$ cat src/rtl/uart_rx_8n1.sv
// ---------------------------------------------------------------------------
// uart_rx_8n1
//   8N1 UART receiver. Oversamples the asynchronous serial line with
//   CLKS_PER_BIT clocks per bit and samples each bit at its midpoint. Each
//   received byte goes into a one-byte holding register and is offered to the
//   consumer over a valid/ready handshake.
//
// Parameters
//   CLKS_PER_BIT : clk cycles per serial bit (>= 4, even)
//
// Ports
//   clk       in   system clock, rising edge
//   reset     in   asynchronous reset, active low
//   ser_in    in   serial line, idle high, asynchronous to clk
//   rx_data   out  received byte, valid while rx_valid = 1
//   rx_valid  out  holding register full
//   rx_ready  in   consumer takes the byte when rx_valid && rx_ready
//   frame_err out  one-cycle pulse: stop bit sampled low, byte dropped
//   overrun   out  one-cycle pulse: byte finished while holding reg full, new byte lost
// ---------------------------------------------------------------------------
`timescale 1ns/1ps

module uart_rx_8n1 #(
  parameter int CLKS_PER_BIT = 16
) (
  input  logic       clk,
  input  logic       reset,
  input  logic       ser_in,
  output logic [7:0] rx_data,
  output logic       rx_valid,
  input  logic       rx_ready,
  output logic       frame_err,
  output logic       overrun
);

  localparam int              CNT_W    = $clog2(CLKS_PER_BIT);
  localparam logic [CNT_W-1:0] CNT_HALF = CNT_W'(CLKS_PER_BIT / 2 - 1);
  localparam logic [CNT_W-1:0] CNT_FULL = CNT_W'(CLKS_PER_BIT - 1);

  typedef enum logic [2:0] {
    S_WAIT_IDLE,
    S_IDLE,
    S_START,
    S_DATA,
    S_STOP
  } state_t;

  logic             r_sync1;
  logic             r_sync2;
  state_t           r_state;
  logic [CNT_W-1:0] r_cnt;
  logic [2:0]       r_bit_idx;
  logic [7:0]       r_shift;

  logic             w_s_in;
  state_t           w_state_nxt;
  logic [CNT_W-1:0] w_cnt_nxt;
  logic [2:0]       w_bit_idx_nxt;
  logic             w_shift_en;
  logic             w_stop_ok;
  logic             w_stop_bad;
  logic             w_take;

  // Synchroniser: resets to the idle level so reset release never looks like a start bit.
  always_ff @(posedge clk or negedge reset) begin
    if (!reset) begin
      r_sync1 <= 1'b1;
      r_sync2 <= 1'b1;
    end else begin
      r_sync1 <= ser_in;
      r_sync2 <= r_sync1;
    end
  end

  assign w_s_in = r_sync2;

  // Frame FSM: state register
  always_ff @(posedge clk or negedge reset) begin
    if (!reset) begin
      r_state   <= S_WAIT_IDLE;
      r_cnt     <= '0;
      r_bit_idx <= 3'd0;
    end else begin
      r_state   <= w_state_nxt;
      r_cnt     <= w_cnt_nxt;
      r_bit_idx <= w_bit_idx_nxt;
    end
  end

  // Frame FSM: next state. The start bit is checked at its midpoint; from then
  // on every sample is a full bit period later, landing mid-bit.
  always_comb begin
    w_state_nxt   = r_state;
    w_cnt_nxt     = r_cnt;
    w_bit_idx_nxt = r_bit_idx;
    w_shift_en    = 1'b0;
    w_stop_ok     = 1'b0;
    w_stop_bad    = 1'b0;
    case (r_state)
      S_WAIT_IDLE: begin
        if (w_s_in) w_state_nxt = S_IDLE;
      end
      S_IDLE: begin
        if (!w_s_in) begin
          w_state_nxt = S_START;
          w_cnt_nxt   = '0;
        end
      end
      S_START: begin
        if (r_cnt == CNT_HALF) begin
          w_cnt_nxt = '0;
          if (!w_s_in) begin
            w_state_nxt   = S_DATA;
            w_bit_idx_nxt = 3'd0;
          end else begin
            // Line went back high before mid start bit: treat as a glitch.
            w_state_nxt = S_IDLE;
          end
        end else begin
          w_cnt_nxt = r_cnt + CNT_W'(1);
        end
      end
      S_DATA: begin
        if (r_cnt == CNT_FULL) begin
          w_cnt_nxt     = '0;
          w_shift_en    = 1'b1;
          w_bit_idx_nxt = r_bit_idx + 3'd1;
          if (r_bit_idx == 3'd7) w_state_nxt = S_STOP;
        end else begin
          w_cnt_nxt = r_cnt + CNT_W'(1);
        end
      end
      S_STOP: begin
        if (r_cnt == CNT_FULL) begin
          w_cnt_nxt = '0;
          if (w_s_in) begin
            // Back to IDLE right at mid stop bit so a following start edge is caught.
            w_stop_ok   = 1'b1;
            w_state_nxt = S_IDLE;
          end else begin
            w_stop_bad  = 1'b1;
            w_state_nxt = S_WAIT_IDLE;
          end
        end else begin
          w_cnt_nxt = r_cnt + CNT_W'(1);
        end
      end
      default: begin
        w_state_nxt = S_WAIT_IDLE;
        w_cnt_nxt   = '0;
      end
    endcase
  end

  // Shift register: LSB arrives first, so bits enter at the top and move down.
  always_ff @(posedge clk) begin
    if (w_shift_en) r_shift <= {w_s_in, r_shift[7:1]};
  end

  assign w_take = rx_valid & rx_ready;

  // Holding register and status pulses. A byte finishing in the same cycle the
  // old one is taken simply replaces it, keeping rx_valid high.
  always_ff @(posedge clk or negedge reset) begin
    if (!reset) begin
      rx_data   <= 8'h00;
      rx_valid  <= 1'b0;
      frame_err <= 1'b0;
      overrun   <= 1'b0;
    end else begin
      frame_err <= w_stop_bad;
      overrun   <= w_stop_ok & rx_valid & ~rx_ready;
      if (w_stop_ok && (!rx_valid || rx_ready)) begin
        rx_data  <= r_shift;
        rx_valid <= 1'b1;
      end else if (w_take) begin
        rx_valid <= 1'b0;
      end
    end
  end

endmodule

$ cat config.mk
export PLATFORM = sky130hd
export DESIGN_NAME = uart_rx_8n1
export DESIGN_NICKNAME = d
export VERILOG_FILES = /design/src/rtl/uart_rx_8n1.sv
export SDC_FILE = /design/constraint.sdc
export NUM_CORES = 1
export LEC_CHECK = 0
export ABC_CLOCK_PERIOD_IN_PS = 1700
export CELL_PAD_IN_SITES_DETAIL_PLACEMENT = 1
export CELL_PAD_IN_SITES_GLOBAL_PLACEMENT = 1
export CORE_ASPECT_RATIO = 0.8
export CORE_UTILIZATION = 40
export DETAILED_ROUTE_END_ITERATION = 8
export HOLD_SLACK_MARGIN = 0.03
export MAX_ROUTING_LAYER = met4
export PLACE_DENSITY_LB_ADDON = 0.1
export SYNTH_ARGS = -nofsm -noshare
export SYNTH_HDL_FRONTEND = slang
export SYNTH_SLANG_ARGS = --single-unit
$ cat constraint.sdc
create_clock -name clk -period 1.7 [get_ports clk]
set_input_delay 0.255 -clock clk [delete_from_list [all_inputs] [get_ports clk]]
set_output_delay 0.255 -clock clk [all_outputs]
set_load 0.05 [all_outputs]
==> run_results.csv, run 1 <==
group,metric,value,unit
setup_path,reg2regPathDepth,5,
cts,cts_tree,"yes",
cts,cts_made_buffers,5,
sta,setup_viol,0,
setup_path,worst_ep_required_time,1.44,ns
logic_synthesis,yosys.area.top_type,"dfrtp_1",
power_and_ir_drop,p_total,2.03,mW
floorplanning,dieArea,3740,µm²
power_and_ir_drop,combinationalPowerShare,25.2,%
floorplanning,die_w,68.1,µm
routing,first_pass_iters,2,
floorplanning,die_height,54.9,µm
sta,whs,0.333,ns
place,gp_congestion,0.770,
routing,vias,904,
sta,grt_setup_unrepaired,"no",
cts,clkTransAtPathRegs,0.06,ns
cts,htree_num_levels,2,
power_and_ir_drop,leakage,0.770,nW
grt,grt_overflow,0,
logic_synthesis,ys_types,37,
grt,grt.total_usage,18.2,%
routing,drt_iter0_drc,26,
sta,fin_crit_sh,96.2,%
logic_synthesis,synth_nets,116,
cells_and_area,antenna_cells,0,
cells_and_area,design_area,1660,µm²
job,cap_violations,0,
place,place.port_buffers,14,
cts,insertion_delay,0.28,ns
sta,tns,0,ns
sta,slew_headroom,67.3,%
setup_path,slowest_stage,"clkdlybuf4s50_1",
place,dpl-instance-area,1580,µm²
logic_synthesis,synth_ff_type,"dfrtp_1",
setup_path,r2r_start,"r_cnt[0]",
cells_and_area,nets,139,
floorplanning,start_util,43.7,%
logic_synthesis,synth_warnings,0,
power_and_ir_drop,p_sw,0.614,mW
power_and_ir_drop,swShare,30.2,%
cts,clock_sinks,31,
routing,routedWlPerCell,15.6,µm
setup_path,startpoint_type,"register",
floorplanning,row_count,18,
logic_synthesis,ys_async_sr_fraction,74.2,%
setup_path,timing.reg2reg.setup_slack,0.10,ns
logic_synthesis,synth_seq_cells,31,
logic_synthesis,synth_cells,109,
routing,avgViaCountPerCell,5.23,
power_and_ir_drop,power_frac_clock,26.1,%
cells_and_area,layout_commonest_cell,"dfrtp_1",
routing,drc,0,
setup_path,critPathCaptureType,"output port",
cells_and_area,mostFrequentLayoutCells,"20 x dfrtp_1, 19 x buf_4, 10 x nand2_1",
power_and_ir_drop,power.density,1220,nW/µm²
grt,grt_max_degree,24,
power_and_ir_drop,intPower,1.42,mW
power_and_ir_drop,power_frac_seq,48.6,%
floorplanning,io_pins,15,
outcome,status,"finished clean",
grt,grt_pass1_wl,4370,µm
setup_path,worstPathArrival,1.38,ns
sta,setup_ws,0.0640,ns
sta,finalHoldViolCount,0,
setup_path,r2r_end,"rx_data[5]",
setup_path,path_max_fanout,1,
logic_synthesis,yosys-top-cells-area,"dfrtp_1 38%, edfxtp_1 17%, mux2_4 8.6%",
sta,fmax,611,MHz
grt,grt_pass1_vias,935,
place,numPlacedInstances,165,
logic_synthesis,yosys.area.top_type_share,37.6,%
sta,fin_crit,1.64,ns
floorplanning,design.core.area,3200,µm²
cells_and_area,finalCoreUtilization,52.0,%
sta,tightest_slew,0.488,ns
place,dp_hpwl,1940,µm
logic_synthesis,syn_avg_cell_area,12.8,µm²
setup_path,crit_family,"buffers and inverters",
logic_synthesis,synth_enable_flop_cells,8,
cells_and_area,area_delta_synth_final,18.9,%
setup_path,worst-path-buf-inv,1,
logic_synthesis,seq_area_frac_synth,58.5,%
sta,finClkSkew,0.00211,ns
cts,clk_path_buf_depth,2,
setup_path,critPathKind,"reg2out",
cells_and_area,finalNonFillerCells,173,
routing,wirelength,2700,µm
setup_path,path_cells,"clkdlybuf4s50_1",
routing,ant_nets,0,
place,post-place-ws,0.0862,ns
cells_and_area,final_layout_size_suffix_gt1_share,30.8,%
cts,ctsHoldBuffers,0,
cts,cts_root_buffer,"clkbuf_8",
grt,antenna_found_initial,0,
power_and_ir_drop,irDropWorstVdd,0.654,mV
sta,drv_slew,0,
worst_hold_path,hp-class,"in2async",
setup_path,cpPeakStageDelay,0.79,ns
logic_synthesis,synth_area,1400,µm²
[synthesized netlist by cell type (all sizes together) (3+ instances only)]
| cell | number |
|---|---|
| nor2b | 3 |
| nor2 | 6 |
| mux2 | 9 |
| dfrtp | 21 |
| buf | 6 |
| edfxtp | 8 |
| ha | 3 |
| nand2 | 10 |
| a21oi | 3 |
| nand2b | 3 |
| o21ai | 9 |
[flip-flops by register name, summed over array words and instances (netlist names)]
name,flops
frame_err,1
overrun,1
r_bit_idx,3
r_cnt,4
r_shift,8
r_state,3
r_sync1,1
r_sync2,1
rx_data,8
rx_valid,1
[kinds of logic (layout without fill, tap and decap cells)]
group | count (synthesis) | count (layout) | share of synthesized area [%]
buffers and inverters | 9 | 33 | 4.21
muxes | 10 | 10 | 10.1
adders and majority gates | 3 | 3 | 2.69
DFF | 31 | 31 | 58.5
AOI/OAI and AO/OA | 20 | 20 | 8.77
and+or+nand+nor | 35 | 35 | 15.0
xor gates and xnor gates | 1 | 1 | 0.627
[metal layers]
metal / GRT usage (%) / part of all wire [%]
met5: - / 0
met1: 22.1 / 47
met2: 27.3 / 47
met3: 5.63 / 3.7
met4: 9.38 / 1.7
[area by class of cell]
| class | instances | area [µm²] |
|---|---|---|
| clock inverter | 2 | 8.76 |
| clock buffer | 6 | 72.6 |
| inverter | 2 | 7.51 |
| sequential | 31 | 820 |
| multi-input combinational | 69 | 520 |
| timing repair buffer | 23 | 183 |
| fill | 341 | 1540 |
| tap | 40 | 50.0 |
[worst reg2reg max path, cell delays in order, from the launching register on]
cell      delay (ns)
dfrtp_1         0.40
ha_1            0.22
and3_4          0.21
nand4_4         0.10
nand2b_4        0.23
mux2_4          0.32
[power groups by stage]
| stage | combinational (mW) | clock (mW) | sequential, mW |
|---|---|---|---|
| after floorplan | 0.392 | 0 | 0.963 |
| after global placement | 0.487 | 0 | 0.994 |
| after detailed placement | 0.519 | 0 | 1.00 |
| after CTS | 0.524 | 0.553 | 0.989 |
| after global routing | 0.586 | 0.585 | 1.00 |
| final | 0.513 | 0.531 | 0.988 |
[how the worst max path moves through the flow]
stage               slack (ns)      endpoint  cells past startpoint        from
finish                    0.06       overrun                      1     overrun
global route             0.005       overrun                      1     overrun
CTS                       0.05       overrun                      1     overrun
detailed placement        0.09    rx_data[5]                      5    r_cnt[0]
global placement          0.13    r_shift[6]                      3  r_state[1]
floorplan                0.009  r_bit_idx[0]                      6    r_cnt[0]
[what timing repair did]
action / 4_1_cts / 5_1_grt
endpoints found under the setup margin: 0 / 1
buffers inserted: 0 / 0
gates resized for setup: 0 / 1
Note: power is estimated with default switching activity, not from simulation.
==> run 2: changes to the inputs <==
--- a/config.mk
+++ b/config.mk
@@ -13,7 +13,8 @@
 export DETAILED_ROUTE_END_ITERATION = 8
 export HOLD_SLACK_MARGIN = 0.03
 export MAX_ROUTING_LAYER = met4
-export PLACE_DENSITY_LB_ADDON = 0.1
+export PLACE_DENSITY = 0.78
+export SLEW_MARGIN = 20
 export SYNTH_ARGS = -nofsm -noshare
 export SYNTH_HDL_FRONTEND = slang
 export SYNTH_SLANG_ARGS = --single-unit
==> run 2 against run 1 <==
Against the previous run:
- non-clock buffer count fell by 1
- final cell count fell by 0.58%
- sequential power barely moved
- cell area rose by 1.1%
- global-route usage rose by 1.1 points
- clock skew fell by 0.00090 ns
- die area did not move
- hold slack got worse by 0.0062 ns
- worst setup slack improved by 0.0059 ns
- utilization rose by 0.55 points
- critical endpoint is now rx_data[5]
- largest cell class unchanged
- highest routed layer unchanged
==> run_results.csv, run 2 (synthesis results as in run 1) <==
group,metric,value,unit
outcome,status,"finished clean",
setup_path,startpoint_type,"register",
sta,finClkSkew,0.00121,ns
sta,tightest_slew,0.366,ns
cts,cts_root_buffer,"clkbuf_8",
setup_path,critPathKind,"reg2reg",
routing,drt_iter0_drc,31,
cells_and_area,area_delta_synth_final,20.1,%
routing,drc,0,
cts,clkTransAtPathRegs,0.06,ns
cells_and_area,reg_top3,"r_shift x8, rx_data x8, r_cnt x4",
grt,antenna_found_initial,0,
sta,setup_viol,0,
cells_and_area,final_layout_size_suffix_gt1_share,31.8,%
power_and_ir_drop,p_total,2.20,mW
grt,grt_overflow,0,
cells_and_area,mostFrequentLayoutCells,"21 x dfrtp_1, 19 x buf_4, 10 x nand2_1",
setup_path,worst_ep_required_time,1.87,ns
setup_path,path_cells,"nor2_1, nand4_4, nand2b_4, mux2_4",
cells_and_area,nets,138,
sta,finalHoldViolCount,0,
grt,grt_pass1_vias,915,
setup_path,path_max_fanout,11,
sta,fin_crit,1.63,ns
cts,cts_tree,"yes",
floorplanning,die_height,54.9,µm
cells_and_area,multi_input_area,523,µm²
cells_and_area,antenna_cells,0,
cells_and_area,layout_commonest_cell,"dfrtp_1",
floorplanning,design.core.area,3200,µm²
cells_and_area,design_area,1680,µm²
place,dp_hpwl,2080,µm
sta,fmax,613,MHz
routing,avgViaCountPerCell,5.35,
floorplanning,start_util,43.7,%
power_and_ir_drop,leakage,0.782,nW
grt,grt_max_degree,24,
setup_path,slowest_stage,"dfrtp_1",
sta,slew_headroom,75.6,%
cells_and_area,seq_area,818,µm²
routing,first_pass_iters,4,
sta,fin_crit_sh,95.9,%
worst_hold_path,hp-class,"in2async",
place,place.port_buffers,14,
cts,cts_made_buffers,5,
place,gp_congestion,0.812,
floorplanning,dieArea,3740,µm²
setup_path,crit_family,"simple AND/OR/NAND/NOR gates",
cts,htree_num_levels,2,
place,dpl-instance-area,1560,µm²
cts,clk_path_buf_depth,2,
cts,ctsHoldBuffers,0,
power_and_ir_drop,irDropWorstVdd,0.703,mV
grt,grt.total_usage,19.3,%
routing,routedWlPerCell,17.5,µm
floorplanning,io_pins,15,
setup_path,cpPeakStageDelay,0.51,ns
routing,vias,920,
floorplanning,die_w,68.1,µm
job,cap_violations,0,
cts,insertion_delay,0.28,ns
place,post-place-ws,0.0674,ns
setup_path,critPathCaptureType,"register",
sta,setup_ws,0.0699,ns
grt,grt_pass1_wl,4770,µm
floorplanning,row_count,18,
sta,tns,0,ns
cts,clock_sinks,31,
power_and_ir_drop,power.density,1310,nW/µm²
setup_path,worst-path-buf-inv,0,
setup_path,worstPathArrival,1.80,ns
routing,wirelength,3010,µm
routing,ant_nets,0,
sta,grt_setup_unrepaired,"no",
sta,drv_slew,0,
cells_and_area,num-fill-cells,345,
## run 2: cell types whose count changed in the layout (fill, tap and decap cells not counted), sizes merged
| cell | change |
|---|---|
| bufinv | +1 |
| clkbuf | -1 |
| clkdlybuf4s50 | -1 |
## run 2: routing by layer
metal | vias up | part of all wire (%) | track usage, %
li1 | 428 | - | -
met1 | 467 | 44 | 23.5
met2 | 18 | 51 | 30.9
met3 | 7 | 3.5 | 3.75
met4 | 0 | 1.6 | 9.38
met5 | - | 0 | -
## run 2: layout make-up
class,instances,share of cell area [%]
flip-flops and latches,31,48.7
multi-input cells,69,31.1
repair buffers,22,10.3
clock buffers,5,4.10
well taps,40,2.98
clock inverters,3,2.31
inverters,2,0.447
## run 2: power breakdown
part | internal (mW) | switching, mW | total (mW)
Combinational | 0.232 | 0.260 | 0.492
Sequential | 0.891 | 0.119 | 1.01
Clock | 0.428 | 0.272 | 0.700
## run 2: worst paths after layout
| kind | startpoint | to | slack (ns) | cells after the start |
|---|---|---|---|---|
| setup / recovery | r_state[0] | rx_data[5] | 0.07 | 4 |
| max in group asynchronous | reset | r_sync1 | 1.09 | 2 |
| hold / removal | reset | r_cnt[0] | 0.33 | 2 |
| setup reg to reg | r_state[0] | rx_data[5] | 0.07 | 4 |
| hold reg to reg | r_sync1 | r_sync2 | 0.36 | 0 |
| min in group clk | r_sync1 | r_sync2 | 0.36 | 0 |
## run 2: stage by stage
step | utilization [%] | std cells | hold slack [ns]
6_report | 52.5 | 172 | 0.327
5_1_grt | 52.5 | 172 | 0.360
4_1_cts | 52.2 | 171 | 0.334
3_5_place_dp | 48.8 | 163 | 0.348
3_3_place_gp | 48.8 | 163 | 0.347
2_1_floorplan | - | 109 | -0.0406
## run 2: timing repair
action                                  4_1_cts  5_1_grt
resized for setup                             0        1
endpoints found under the setup margin        0        3
buffers inserted                              0        1
## run 2: worst reg2reg max path, delay by kind of cell, from the launching register on
family	cells	cell delay, ns
flip-flops	1	0.51
multiplexers	1	0.33
AND/OR/NAND/NOR	3	0.67
